==> config.mk <==
export PLATFORM = sky130hd
export DESIGN_NAME = alarm_snooze_ctrl
export DESIGN_NICKNAME = d
export VERILOG_FILES = /design/src/rtl/alarm_snooze_ctrl.sv
export SDC_FILE = /design/constraint.sdc
export NUM_CORES = 1
export LEC_CHECK = 0
export ABC_CLOCK_PERIOD_IN_PS = 1650
export CAP_MARGIN = 20
export CORE_MARGIN = 5
export CORE_UTILIZATION = 39
export DETAILED_ROUTE_END_ITERATION = 10
export MAX_ROUTING_LAYER = met4
export PLACE_DENSITY = 0.79
export SLEW_MARGIN = 10
export SYNTH_ARGS = -nofsm -noshare
export SYNTH_HDL_FRONTEND = slang
export SYNTH_SLANG_ARGS = --single-unit
==> constraint.sdc <==
create_clock -name clk -period 1.65 [get_ports clk]
set_clock_uncertainty 0.05 [all_clocks]
set_input_delay 0.495 -clock clk [delete_from_list [all_inputs] [get_ports clk]]
set_output_delay 0.495 -clock clk [all_outputs]
set_load 0.005 [all_outputs]
==> src/rtl/alarm_snooze_ctrl.sv <==
// Alarm sequencer clocked by the 1 Hz pulse: ring on a rising alarm match,
// auto-silence after RING_SEC ticks, minute-based snooze with a per-event limit.
module alarm_snooze_ctrl #(
  parameter int SNOOZE_MIN = 9,
  parameter int RING_SEC   = 60,
  parameter int MAX_SNOOZE = 3
) (
  input  logic       clk,
  input  logic       rst,
  input  logic       alarmon,
  input  logic       snooze,
  input  logic       smax,
  input  logic [6:0] tmin,
  input  logic [6:0] thrs,
  input  logic       tpm,
  input  logic [6:0] amin,
  input  logic [6:0] ahrs,
  input  logic       apm,
  output logic       buzz,
  output logic       snoozing,
  output logic [3:0] snooze_left
);

  localparam int CW = $clog2(RING_SEC);
  localparam logic [CW-1:0] RING_LAST = CW'(RING_SEC - 1);
  localparam logic [3:0]    SNZ_LEN   = 4'(SNOOZE_MIN);
  localparam logic [1:0]    SNZ_MAX   = 2'(MAX_SNOOZE);

  typedef enum logic [1:0] {
    IDLE   = 2'd0,
    RING   = 2'd1,
    SNOOZE = 2'd2
  } state_t;

  state_t        state;
  logic          match;
  logic          match_q;
  logic          snooze_q;
  logic          trig;
  logic          snz_edge;
  logic [CW-1:0] ring_ct;
  logic [1:0]    snz_used;

  assign match    = (tmin == amin) && (thrs == ahrs) && (tpm == apm);
  assign trig     = alarmon && match && !match_q;
  assign snz_edge = snooze && !snooze_q;

  // Outputs decode the state register only; no input reaches them combinationally.
  assign buzz     = (state == RING);
  assign snoozing = (state == SNOOZE);

  // match_q resets high so a 12:00 AM == 12:00 AM match right after reset is not an edge.
  always_ff @(posedge clk or posedge rst) begin
    if (rst) begin
      state       <= IDLE;
      match_q     <= 1'b1;
      snooze_q    <= 1'b0;
      ring_ct     <= '0;
      snooze_left <= 4'd0;
      snz_used    <= 2'd0;
    end else begin
      match_q  <= match;
      snooze_q <= snooze;
      if (!alarmon) begin
        state       <= IDLE;
        ring_ct     <= '0;
        snooze_left <= 4'd0;
        snz_used    <= 2'd0;
      end else begin
        case (state)
          IDLE: begin
            if (trig) begin
              state    <= RING;
              ring_ct  <= '0;
              snz_used <= 2'd0;
            end
          end
          RING: begin
            if (snz_edge && (snz_used < SNZ_MAX)) begin
              state       <= SNOOZE;
              ring_ct     <= '0;
              snooze_left <= SNZ_LEN;
              snz_used    <= snz_used + 2'd1;
            end else if (snz_edge || (ring_ct == RING_LAST)) begin
              // Dismiss on an over-limit snooze, or auto-silence at the ring limit.
              state   <= IDLE;
              ring_ct <= '0;
            end else begin
              ring_ct <= ring_ct + CW'(1);
            end
          end
          SNOOZE: begin
            if (smax) begin
              if (snooze_left == 4'd1) begin
                state       <= RING;
                ring_ct     <= '0;
                snooze_left <= 4'd0;
              end else begin
                snooze_left <= snooze_left - 4'd1;
              end
            end
          end
          default: state <= IDLE;
        endcase
      end
    end
  end

endmodule

==> results.ini, run 1 <==
[sta]
timing.final.ws_setup_ns=-0.115
fin_crit_ns=1.76
slew_headroom_pct=76.5
hold_viol=0
fmax_mhz=567
setup_viol=13
rsz0062_at_grt=true
slew_violations=0
period_share_pct=107
tightest_slew_ns=0.349

[route]
ant_nets=0
wl_per_cell_um=16.3
vias=1205
drtIter0Drc=38
drc=0
wl_um=3670
vias_per_cell=5.36
drtPass1Iterations=5

[cells_and_area]
areaGrowthSynthToFinish_pct=82.7
nNetsFinal=234
drive_above_1_share_pct=54.6
antenna_cells=0
final_common_cell=buf_4
final_cell_mix=30 x buf_4, 17 x buf_2, 16 x buf_6
fillers=189
post-route-util_pct=72.4

[power_and_ir_drop]
internal_power_w=0.000797
clkPwrFrac_pct=19.7
combPwrFrac_pct=42.8
p_seq_share_pct=37.5
power.switching_w=0.000349
totalPowerFinal_w=0.00115
ir_drop_mv=0.674
power_leakage_nw=0.947
p_sw_share_pct=30.4
powerDensity_mw_per_mm2=589

[floorplan]
start_util_pct=39.6
io_pins=41
num_rows=19
die_w_um=62.3
die_area_mm2=0.00388
coreArea_mm2=0.00269
fp.dieH_um=62.3

[min_path]
hp-class=primary input to asynchronous set/reset pin

[worst_setup_path]
critPathKind=flip-flop to flip-flop
slowest_stage=dfrtp_1
r2r_start=snooze_left[0]
critical_path.startpoint=snooze_left[0]
cp_cell_sequence=buf_6, ha_4, nor3b_4, nand2_1, o211ai_1, buf_4, o221ai_2, a22o_1
cp.required_ns=1.79
startpoint_type=flip-flop
crit_fanout=2
critPathArrivalTime_ns=1.90
crit_family=compound AO/OA/AOI/OAI gates
cp_num_buf_inv=2
cp-end-kind=flip-flop
slowest_delay_ns=0.38

[grt]
antenna_found_initial=0
grt_usage_pct=18.2
grt_max_degree=13
grt_pass1_vias=1148
grt_pass1_wl_um=5470
overflow=0

[clocking]
cts_tree=yes
path_clk_slew_ns=0.10
h-tree-depth=1
numCtsBuffers=3
clock_path_buffers=2
insertion_delay_ns=0.31
ctsHoldBuffers=0
cts_sinks=16
cts_root_buffer=clkbuf_4

[synthesis]
syn_avg_cell_area_um2=9.59
yosysWarnings=0
syn_area_mm2=0.00106
ys_async_sr_fraction_pct=100
synth-edff-count=0
synthesis.nets=150
synth_seq_cells=16
synth.distinct_cells=36
yosys_most_used_dff=dfrtp_1
synth-seq-area-share_pct=37.7
netlist_instances=111

[placement]
io_buffers=40
place.gp.congestion=0.797
dp.final_hpwl_um=2410
pre_cts_slack_ns=-0.728

[job]
drv_cap=0

[run_status]
violations=setup timing
outcome=finished with violations

==> path summary, 6_finish.rpt <==
check / to / slack [ns] / cells past startpoint
max in group asynchronous: match_q / 0.74 / 3
min in group clk: snooze_q / 0.40 / 1
worst min-delay path: snooze_left[0] / 0.35 / 2
worst min register to register: ring_ct[1] / 0.49 / 1
worst max-delay path: ring_ct[5] / -0.11 / 8
worst max register to register: ring_ct[5] / -0.11 / 8
==> stage by stage <==
stage               instances  TNS (ns)  cell area, µm²  hold WS [ns]
finish                    225    -0.820            1950         0.353
global route              225     -1.93            1950         0.361
CTS                       218    -0.452            1850         0.365
detailed placement        200     -8.44            1710         0.463
global placement          200     -7.94            1710         0.466
floorplan                 111    -0.239            1120         0.358
==> Yosys cell counts, types with 3 or more instances <==
cell | n | share of area (%)
nand2b_1 | 3 | 1.8
nand4_1 | 4 | 2.3
nor2_1 | 7 | 2.5
nor3_1 | 3 | 1.4
a21o_1 | 3 | 2.1
nand2_1 | 10 | 3.5
dfrtp_1 | 15 | 35
o21ai_0 | 4 | 1.9
ha_1 | 4 | 4.7
inv_1 | 5 | 1.8
a22o_1 | 5 | 4.1
nor3b_1 | 3 | 2.1
nand3_1 | 3 | 1.4
xnor2_1 | 15 | 12
==> worst reg2reg max path, stage by stage (launching register included) <==
cell and delay (ns):
dfrtp_1 0.38, buf_6 0.11, ha_4 0.12, nor3b_4 0.20, nand2_1 0.09, o211ai_1 0.25, buf_4 0.17, o221ai_2 0.08
a22o_1 0.20
==> state kept, by name, indices dropped and copies added (netlist names) <==
register     flops
snooze_left      4
state            2
snz_used         2
match_q          1
snooze_q         1
ring_ct          6
==> per-layer routing <==
layer	global-route usage (%)	share of wire, %	up-vias
met5	-	0	-
met4	7.43	2.6	0
met3	3.96	4.2	11
met2	31.3	56	29
met1	20.2	37	590
li1	-	-	575
==> power by group through the flow <==
stage / clock network (W) / registers, W / logic, W
5_1_grt: 0.000250 / 0.000433 / 0.000524
2_1_floorplan: 0 / 0.000442 / 0.000167
3_3_place_gp: 0 / 0.000439 / 0.000365
3_5_place_dp: 0 / 0.000440 / 0.000377
4_1_cts: 0.000229 / 0.000427 / 0.000438
6_report: 0.000226 / 0.000430 / 0.000490
==> cell type report <==
cell class / instances / area (µm²) / area share, %
well taps: 31 / 38.8 / 1.99
clock buffers: 4 / 26.3 / 1.35
multi-input cells: 89 / 826 / 42.4
flip-flops and latches: 16 / 403 / 20.7
repair buffers: 80 / 633 / 32.5
inverters: 5 / 18.8 / 0.965
==> logic make-up (layout without fill, tap and decap cells) <==
kind of cell             after synthesis  in the layout  share of synthesized area, %
AND/OR/NAND/NOR                       43             43                          23.2
AO/OA/AOI/OAI                         26             26                          18.8
flip-flops                            16             16                          37.7
XOR/XNOR                              15             15                          12.3
buffers and inverters                  6             89                          2.23
adder cells (fa/ha/maj)                4              4                          4.70
multiplexers                           1              1                          1.06
==> timing repair <==
item	in CTS	in global routing
pin swaps	31	11
cloned	0	1
setup endpoints to repair	19	17
resized for setup	135	27
setup buffers	14	6
No activity file was read; power rests on OpenSTA's default activity.
==> run 2, diff against run 1 <==
--- a/config.mk
+++ b/config.mk
@@ -10,8 +10,10 @@
 export CORE_MARGIN = 5
 export CORE_UTILIZATION = 39
 export DETAILED_ROUTE_END_ITERATION = 10
+export GPL_ROUTABILITY_DRIVEN = 0
 export MAX_ROUTING_LAYER = met4
 export PLACE_DENSITY = 0.79
+export RECOVER_POWER = 100
 export SLEW_MARGIN = 10
 export SYNTH_ARGS = -nofsm -noshare
 export SYNTH_HDL_FRONTEND = slang
==> results.ini, run 2 (synthesis gave the netlist of run 1 again) <==
[sta]
tns_ns=-0.819  ; was -0.820 ns
rsz0062_at_grt=true  ; unchanged
setup_viol=14  ; was 13
hold_viol=0  ; unchanged
slew_headroom_pct=54.2  ; was 76.5%
period_share_pct=107  ; about the same
timing.final.ws_setup_ns=-0.121  ; was -0.115 ns
tightest_slew_ns=0.687  ; was 0.349 ns
slew_violations=0  ; unchanged
fmax_mhz=565  ; was 567 MHz
fin_crit_ns=1.77  ; was 1.76 ns

[cells_and_area]
areaGrowthSynthToFinish_pct=81.2  ; was 82.7%
final_common_cell=buf_4  ; unchanged
largest_reg_flops=6  ; unchanged
final_area_mm2=0.00193  ; was 0.00195 mm²
post-route-util_pct=71.8  ; was 72.4%
reg_top3=ring_ct: 6 flops, snooze_left: 4 flops  ; unchanged
fillers=192  ; was 189
antenna_cells=0  ; unchanged
final_cell_mix=29 x buf_4, 17 x buf_2, 16 x buf_6  ; was 30 x buf_4, 17 x buf_2, 16 x buf_6
drive_above_1_share_pct=54.1  ; was 54.6%
max_flop_register=ring_ct  ; unchanged
nNetsFinal=234  ; unchanged

[run_status]
violations=setup timing  ; unchanged
outcome=finished with violations  ; unchanged

[clocking]
insertion_delay_ns=0.31  ; about the same
cts_root_buffer=clkbuf_4  ; unchanged
cts_sinks=16  ; unchanged
cts_tree=yes  ; unchanged
clock_path_buffers=2  ; unchanged
numCtsBuffers=3  ; unchanged
h-tree-depth=1  ; unchanged
path_clk_slew_ns=0.10  ; about the same
ctsHoldBuffers=0  ; unchanged

[min_path]
hp-class=primary input to flip-flop  ; was primary input to asynchronous set/reset pin

[worst_setup_path]
startpoint_type=flip-flop  ; unchanged
crit_fanout=2  ; unchanged
r2r_setup_slack_ns=-0.12  ; was -0.11 ns
critPathKind=flip-flop to flip-flop  ; unchanged
critPathArrivalTime_ns=1.91  ; was 1.90 ns
cp.required_ns=1.79  ; about the same
cp-end-kind=flip-flop  ; unchanged

[floorplan]
fp.dieH_um=62.3  ; unchanged
die_area_mm2=0.00388  ; unchanged
coreArea_mm2=0.00269  ; unchanged
io_pins=41  ; unchanged
num_rows=19  ; unchanged
start_util_pct=39.6  ; unchanged
die_w_um=62.3  ; unchanged

[route]
vias=1197  ; was 1205
ant_nets=0  ; unchanged
wl_um=3650  ; was 3670 µm
drtIter0Drc=42  ; was 38
drtPass1Iterations=4  ; was 5
wl_per_cell_um=16.2  ; was 16.3 µm
drc=0  ; unchanged
vias_per_cell=5.32  ; was 5.36

[grt]
grt_pass1_wl_um=5470  ; unchanged
grt_use_met1_pct=20.2  ; unchanged
busiest_layer=met2  ; unchanged
grt_pass1_vias=1148  ; unchanged
use_met3_pct=3.96  ; unchanged
grt_usage_pct=18.2  ; unchanged
antenna_found_initial=0  ; unchanged
grt_use_met2_pct=31.3  ; unchanged
grt_max_degree=13  ; unchanged
overflow=0  ; unchanged

[power_and_ir_drop]
powerDensity_mw_per_mm2=591  ; was 589 mW/mm²
ir_drop_mv=0.662  ; was 0.674 mV
power_leakage_nw=0.939  ; was 0.947 nW
clkPwrFrac_pct=19.9  ; was 19.7%
power.switching_w=0.000349  ; about the same
p_seq_share_pct=37.7  ; was 37.5%
combPwrFrac_pct=42.4  ; was 42.8%
internal_power_w=0.000792  ; was 0.000797 W
p_sw_share_pct=30.6  ; was 30.4%

[placement]
dp.final_hpwl_um=2410  ; unchanged
io_buffers=40  ; unchanged
placed_area_mm2=0.00171  ; unchanged

[job]
drv_cap=0  ; unchanged

==> run 2: what timing repair did <==
item / CTS / global route
cloned: 0 / 1
endpoints found under the setup margin: 19 / 17
gates resized for setup: 135 / 27
buffers inserted: 14 / 6
pin swaps: 31 / 11
==> run 2: final timing paths <==
path                           startpoint              to  depth (start not counted)
hold reg to reg                ring_ct[1]      ring_ct[1]                          1
setup reg to reg           snooze_left[0]      ring_ct[5]                          8
hold / removal                     snooze        snooze_q                          1
min in group asynchronous             rst  snooze_left[0]                          2
setup / recovery           snooze_left[0]      ring_ct[5]                          8
max in group asynchronous             rst      ring_ct[5]                          3
==> run 2: routing by layer <==
layer,wire length [µm],up-vias
li1,-,574
met1,1360,586
met2,2060,26
met3,144,11
met4,93,0
met5,0,-
==> run 2: per-stage QoR <==
stage	hold slack (ns)	total power, W	worst slack [ns]	cells
floorplan	0.358	0.000609	-0.0525	111
global placement	0.466	0.000803	-0.679	200
detailed placement	0.463	0.000817	-0.728	200
CTS	0.365	0.00110	-0.0954	218
global route	0.413	0.00120	-0.226	225
finish	0.401	0.00114	-0.121	225
==> run 2: cell type report <==
type	instances	area, µm²	share of cell area [%]
inverter	5	18.8	0.973
timing repair buffer	80	617	32.0
multi-input combinational	89	826	42.8
sequential	16	403	20.9
clock buffer	4	26.3	1.36
tap	31	38.8	2.01
==> run 2: power groups by stage <==
stage          sequential [W]  combinational (W)  clock, W
6_report             0.000430           0.000484  0.000227
5_1_grt              0.000433           0.000519  0.000250
4_1_cts              0.000427           0.000438  0.000229
3_5_place_dp         0.000440           0.000377         0
3_3_place_gp         0.000439           0.000365         0
2_1_floorplan        0.000442           0.000167         0
==> run 2: critical path, stage by stage, from the launching register on <==
cell	delay (ns)
dfrtp_1	0.38
buf_6	0.11
ha_4	0.12
nor3b_4	0.19
nand2_1	0.09
o211ai_1	0.25
buf_4	0.18
o221ai_2	0.07
a22o_1	0.20
==> run 3, diff against run 2 <==
==> config.mk (replaced) <==
export PLATFORM = sky130hd
export DESIGN_NAME = alarm_snooze_ctrl
export DESIGN_NICKNAME = d
export VERILOG_FILES = /design/src/rtl/alarm_snooze_ctrl.sv
export SDC_FILE = /design/constraint.sdc
export NUM_CORES = 1
export LEC_CHECK = 0
export ABC_AREA = 1
export ABC_CLOCK_PERIOD_IN_PS = 1650
export CAP_MARGIN = 20
export CORE_MARGIN = 5
export CORE_UTILIZATION = 41
export DETAILED_ROUTE_END_ITERATION = 10
export GPL_ROUTABILITY_DRIVEN = 0
export PLACE_DENSITY = 0.8
export RECOVER_POWER = 100
export SLEW_MARGIN = 10
export SYNTH_ARGS = -nofsm -noshare
export SYNTH_HDL_FRONTEND = slang
export SYNTH_SLANG_ARGS = --single-unit
export TNS_END_PERCENT = 5
==> results.ini, run 3 <==
[grt]
overflow=0  ; unchanged
grt_max_degree=17  ; was 13
grt_pass1_vias=1290  ; was 1148
grt_usage_pct=14.6  ; was 18.2%
grt_pass1_wl_um=5000  ; was 5470 µm
antenna_found_initial=0  ; unchanged

[clocking]
numCtsBuffers=3  ; unchanged
insertion_delay_ns=0.29  ; was 0.31 ns
cts_root_buffer=clkbuf_4  ; unchanged
path_clk_slew_ns=0.09  ; was 0.10 ns
ctsHoldBuffers=0  ; unchanged
h-tree-depth=1  ; unchanged
cts_tree=yes  ; unchanged
cts_sinks=16  ; unchanged
clock_path_buffers=2  ; unchanged

[sta]
fmax_mhz=614  ; was 565 MHz
tns_ns=0  ; was -0.819 ns
whs_ns=0.432  ; was 0.401 ns
rsz0062_at_grt=true  ; unchanged
slew_violations=0  ; unchanged
tightest_slew_ns=0.913  ; was 0.687 ns
hold_viol=0  ; unchanged
timing.final.ws_setup_ns=0.0200  ; was -0.121 ns
fin_crit_ns=1.63  ; was 1.77 ns
slew_headroom_pct=39.1  ; was 54.2%
setup_viol=0  ; was 14
period_share_pct=98.8  ; was 107%

[synthesis]
synth.distinct_cells=29  ; was 36
ys_async_sr_fraction_pct=100  ; unchanged
syn_avg_cell_area_um2=6.37  ; was 9.59 µm²
synth_top_cell_by_area=dfrtp_1  ; unchanged
yosys-top-cells-area=dfrtp_1 30%, nand2_1 21%, inv_1 12%  ; was dfrtp_1 35%, xnor2_1 12%, ha_1 4.7%
synthesis.nets=233  ; was 150
synth_seq_cells=16  ; unchanged
yosysWarnings=0  ; unchanged
syn_area_mm2=0.00124  ; was 0.00106 mm²
synth_top_area_share_pct=30.4  ; was 35.3%
synth-edff-count=0  ; unchanged
synth.cells.most_frequent=69 x nand2_1, 38 x inv_1, 23 x nor2_1, 15 x dfrtp_1, 7 x nand3_1  ; was 15 x dfrtp_1, 15 x xnor2_1, 10 x nand2_1, 7 x nor2_1
yosys_most_used_dff=dfrtp_1  ; unchanged
netlist_instances=194  ; was 111
yosysMostFrequentCell=nand2_1
synth-seq-area-share_pct=32.5  ; was 37.7%

[route]
wl_um=3220  ; was 3650 µm
drtPass1Iterations=5  ; was 4
ant_nets=0  ; unchanged
wl_per_cell_um=10.9  ; was 16.2 µm
drc=0  ; unchanged
vias=1340  ; was 1197
vias_per_cell=4.54  ; was 5.32
drtIter0Drc=74  ; was 42

[placement]
io_buffers=40  ; unchanged
pre_cts_slack_ns=-0.403  ; was -0.728 ns
dp.final_hpwl_um=2370  ; was 2410 µm
placed_area_mm2=0.00185  ; was 0.00171 mm²

[floorplan]
num_rows=20  ; was 19
coreArea_mm2=0.00298  ; was 0.00269 mm²
io_pins=41  ; unchanged
start_util_pct=41.5  ; was 39.6%
die_area_mm2=0.00421  ; was 0.00388 mm²
die_w_um=64.9  ; was 62.3 µm
fp.dieH_um=64.9  ; was 62.3 µm

[cells_and_area]
reg_top3=ring_ct: 6 flops, snooze_left: 4 flops  ; unchanged
final_cell_mix=67 x nand2_1, 39 x inv_1, 28 x dlymetal6s2s_1  ; was 29 x buf_4, 17 x buf_2, 16 x buf_6
areaGrowthSynthToFinish_pct=60.8  ; was 81.2%
drive_above_1_share_pct=19.1  ; was 54.1%
antenna_cells=0  ; unchanged
nNetsFinal=302  ; was 234
max_flop_register=ring_ct  ; unchanged
final_common_cell=nand2_1  ; was buf_4
largest_reg_flops=6  ; unchanged
final_area_mm2=0.00199  ; was 0.00193 mm²

[power_and_ir_drop]
ir_drop_mv=0.235  ; was 0.662 mV
p_seq_share_pct=33.8  ; was 37.7%
power.switching_w=0.000562  ; was 0.000349 W
power_leakage_nw=1.34  ; was 0.939 nW
combPwrFrac_pct=51.1  ; was 42.4%
p_sw_share_pct=37.9  ; was 30.6%
clkPwrFrac_pct=15.1  ; was 19.9%
totalPowerFinal_w=0.00148  ; was 0.00114 W
internal_power_w=0.000922  ; was 0.000792 W
powerDensity_mw_per_mm2=746  ; was 591 mW/mm²

[job]
drv_cap=0  ; unchanged

[run_status]
outcome=finished, final reports clean  ; was finished with violations

[min_path]
hp-class=flip-flop to flip-flop  ; was primary input to flip-flop

[worst_setup_path]
cp-end-kind=flip-flop  ; unchanged
cp.required_ns=1.79  ; about the same
crit_fanout=6  ; was 2
critPathArrivalTime_ns=1.77  ; was 1.91 ns
startpoint_type=primary input  ; was flip-flop
critPathKind=primary input to flip-flop  ; was flip-flop to flip-flop

==> run 3: cell types whose count changed in the layout (fill, tap and decap cells not counted), moves of 4 or more <==
cell | previous run | this run
buf_2 | 17 | 2
xnor2_2 | 6 | 1
nand2_2 | 0 | 5
xnor2_1 | 7 | 2
clkbuf_2 | 7 | 0
clkdlybuf4s50_1 | 2 | 6
buf_6 | 16 | 0
buf_4 | 29 | 22
nor2_1 | 6 | 22
inv_1 | 4 | 39
a22o_1 | 5 | 0
dlymetal6s2s_1 | 0 | 28
nand2_1 | 10 | 67
==> run 3: final cells by class <==
| class | instances | area, µm² |
|---|---|---|
| flip-flops and latches | 16 | 403 |
| clock buffers | 4 | 26.3 |
| well taps | 33 | 41.3 |
| fillers | 245 | 990 |
| repair buffers | 64 | 644 |
| inverters | 42 | 158 |
| multi-input cells | 136 | 716 |
==> run 3: worst max-delay path, stage by stage <==
cell,delay (ns)
clkdlybuf4s50_1,0.50
nand2_1,0.07
nand2_1,0.09
nand3_2,0.08
nor2_1,0.09
nand3_1,0.09
nand2_2,0.11
nand3_4,0.11
nand2_1,0.08
nand2_1,0.05
==> run 3: metrics by stage <==
stage          util [%]  cells
3_5_place_dp       62.1    288
3_3_place_gp       62.1    288
5_1_grt            66.8    295
6_report           66.8    295
4_1_cts            63.1    293
2_1_floorplan         -    194
==> run 3: repair_timing <==
action / CTS / global route
pin swaps: 1 / 15
buffers inserted: 1 / 2
gates resized for setup: 15 / 37
endpoints found under the setup margin: 14 / 16
==> run 3: cell families (layout without fill, tap and decap cells) <==
logic type	after synthesis	after routing	share of synthesized area (%)
xor gates and xnor gates	4	4	2.83
DFF	16	16	32.5
buffers and inverters	42	110	12.8
AOI/OAI and AO/OA	11	11	5.57
and+or+nand+nor	117	117	42.3
adders and majority gates	4	4	4.05
==> run 3: per-layer routing <==
metal	share of wire [%]	GRT usage, %	routed length [µm]
met4	0.50	4.75	16
met2	54	28.6	1750
met5	0	0	0
met3	2.8	1.39	90
met1	42	16.2	1360
==> run 3: power groups by stage <==
stage                     clock network, W  registers, W  logic (W)
after floorplan                          0      0.000524   0.000361
after global placement                   0      0.000518   0.000728
after detailed placement                 0      0.000521   0.000753
after CTS                         0.000228      0.000504   0.000749
after global routing              0.000245      0.000512   0.000852
final                             0.000223      0.000502   0.000758
==> run 3: final timing paths <==
path | start | to | slack, ns | depth (start not counted)
setup / recovery | thrs[5] | ring_ct[1] | 0.02 | 10
hold / removal | snz_used[1] | snz_used[1] | 0.43 | 2
setup reg to reg | state[0] | snooze_left[0] | 0.09 | 10
hold reg to reg | snz_used[1] | snz_used[1] | 0.43 | 2
max in group asynchronous | rst | state[1] | 0.23 | 3
min in group asynchronous | rst | ring_ct[5] | 0.70 | 3
==> patch, RTL diff (config.mk and constraints of run 3) <==
Re-encode `state_t` (3 states) as one-hot, 3 bits wide.
--- a/src/rtl/alarm_snooze_ctrl.sv
+++ b/src/rtl/alarm_snooze_ctrl.sv
@@ -26,10 +26,10 @@
   localparam logic [3:0]    SNZ_LEN   = 4'(SNOOZE_MIN);
   localparam logic [1:0]    SNZ_MAX   = 2'(MAX_SNOOZE);
 
-  typedef enum logic [1:0] {
-    IDLE   = 2'd0,
-    RING   = 2'd1,
-    SNOOZE = 2'd2
+  typedef enum logic [2:0] {
+    IDLE   = 3'b001,
+    RING   = 3'b010,
+    SNOOZE = 3'b100
   } state_t;
 
   state_t        state;
Function: no difference found for any inputs over 10 cycles, from zero or initial values and one cycle with rst high; not proved beyond that.
==> patch against run 3 <==
The run now ends with negative setup slack left. Sequential share of layout area up 0.55 points. Power shrank 13%. Setup slack got worse by 0.049 ns. Area after synthesis grew 10%. Design area grew 3.4%. Sequential cell count up 1. Sequential power shrank 1%. Non-clock buffer count is 6 lower. Routed wire length decreased by 0.43%. Register-to-register slack improved by 0.02 ns.
==> patch: results <==
[outcome]
violations = negative setup slack
outcome = complete, but fails checks

[floorplanning]
die_w_um = 67.62

[timing]
tightest_slew_ns = 0.9196
post-route-worst-setup-slack_ns = -0.02906
setup_viol = 6

[global_routing]
track_usage_pct = 13.60
grt_pass1_vias = 1210

[final_layout]
drive_above_1_share_pct = 20.59
reg.largest.list = ring_ct x6, snooze_left x4, state x3
fillers = 307
nNetsFinal = 312

[synth]
synth_top_area_share_pct = 27.57
ys_seq_area_share_pct = 31.43
synth_area_leaders = dfrtp_1, nand2_1, inv_1
yosys-top-cells-count = nand2_1, inv_1, nor2_1, dfrtp_1, nand3_1

[placement]
dp_hpwl_um = 2540

[detailed_routing]
viasPerCell = 4.462
drt_pass1_iterations = 4
routed_wl_um = 3208
drt_first_iter_violations = 49

[power]
irDropWorstVdd_mv = 0.5706

[cts]
path_clk_slew_ns = 0.11

[setup_path]
crit_slowest_cell = dfstp_2
cpLargestDelayFamily = flip-flops
path_max_fanout = 2
==> patch: cell types whose count changed in the layout (fill, tap and decap cells not counted), sizes merged, moves of 4 or more <==
cell	delta
nand2	+4
nand3	+8
inv	+4
buf	-8
dlygate4sd2	+8
dlymetal6s2s	-10
==> patch: layer usage <==
metal	global-route usage [%]	vias to the layer above	share of wire (%)
li1	-	756	-
met1	15.76	634	42
met2	25.03	27	52
met3	3.328	2	5.2
met4	2.785	0	0.50
met5	0	-	0
==> patch: area by class of cell <==
cell class              count  area, sq um  area share [%]
clock buffers               3        22.52           1.096
clock inverters             1        5.005          0.2435
repair buffers             58        558.0           27.15
inverters                  47        178.9           8.704
flip-flops and latches     17        427.9           20.82
multi-input cells         146        805.8           39.20
well taps                  46        57.56           2.800
==> patch: cells by family (layout without fill, tap and decap cells) <==
logic type                 after synthesis  after routing  share of synthesized area (%)
adders and majority gates                4              4                          3.677
and+or+nand+nor                        128            128                          44.03
buffers and inverters                   47            109                          12.96
DFF                                     17             17                          31.43
xor gates and xnor gates                 4              4                          2.574
AOI/OAI and AO/OA                       10             10                          5.331
==> patch: final timing paths <==
kind | startpoint | endpoint | slack (ns) | cells past startpoint
setup / recovery | state[0] | buzz | -0.03 | 4
hold / removal | snz_used[1] | snz_used[1] | 0.44 | 2
setup reg to reg | state[0] | ring_ct[1] | 0.11 | 9
hold reg to reg | snz_used[1] | snz_used[1] | 0.44 | 2
max in group asynchronous | rst | ring_ct[5] | 0.28 | 3
min in group asynchronous | rst | ring_ct[0] | 0.70 | 3
==> patch: worst register-to-register path, delay by kind of cell (launching register included) <==
| kind | cells | cell delay (ns) |
|---|---|---|
| DFF | 1 | 0.57 |
| buffers and inverters | 4 | 0.49 |
| and+or+nand+nor | 5 | 0.32 |
==> patch: what timing repair did <==
item | 4_1_cts | 5_1_grt
resized for setup | 20 | 36
setup endpoints to repair | 14 | 14
setup buffers | 3 | 0
pin swaps | 5 | 15
gates cloned | 0 | 0
==> patch: power by group <==
part	total, mW	switching (mW)	internal, mW
clock	0.229	0.139	0.0902
sequential	0.497	0.0363	0.460
combinational	0.572	0.316	0.256
==> patch: through the flow <==
| stage | hold slack, ns | total power [mW] | instances | instance area, sq um |
|---|---|---|---|---|
| 3_5_place_dp | 0.4204 | 1.020 | 311 | 1932 |
| 3_3_place_gp | 0.4121 | 1.009 | 311 | 1932 |
| 5_1_grt | 0.4845 | 1.394 | 318 | 2056 |
| 2_1_floorplan | 0.3696 | 0.8068 | 210 | 1361 |
| 6_report | 0.4412 | 1.297 | 318 | 2056 |
| 4_1_cts | 0.4435 | 1.254 | 318 | 1969 |
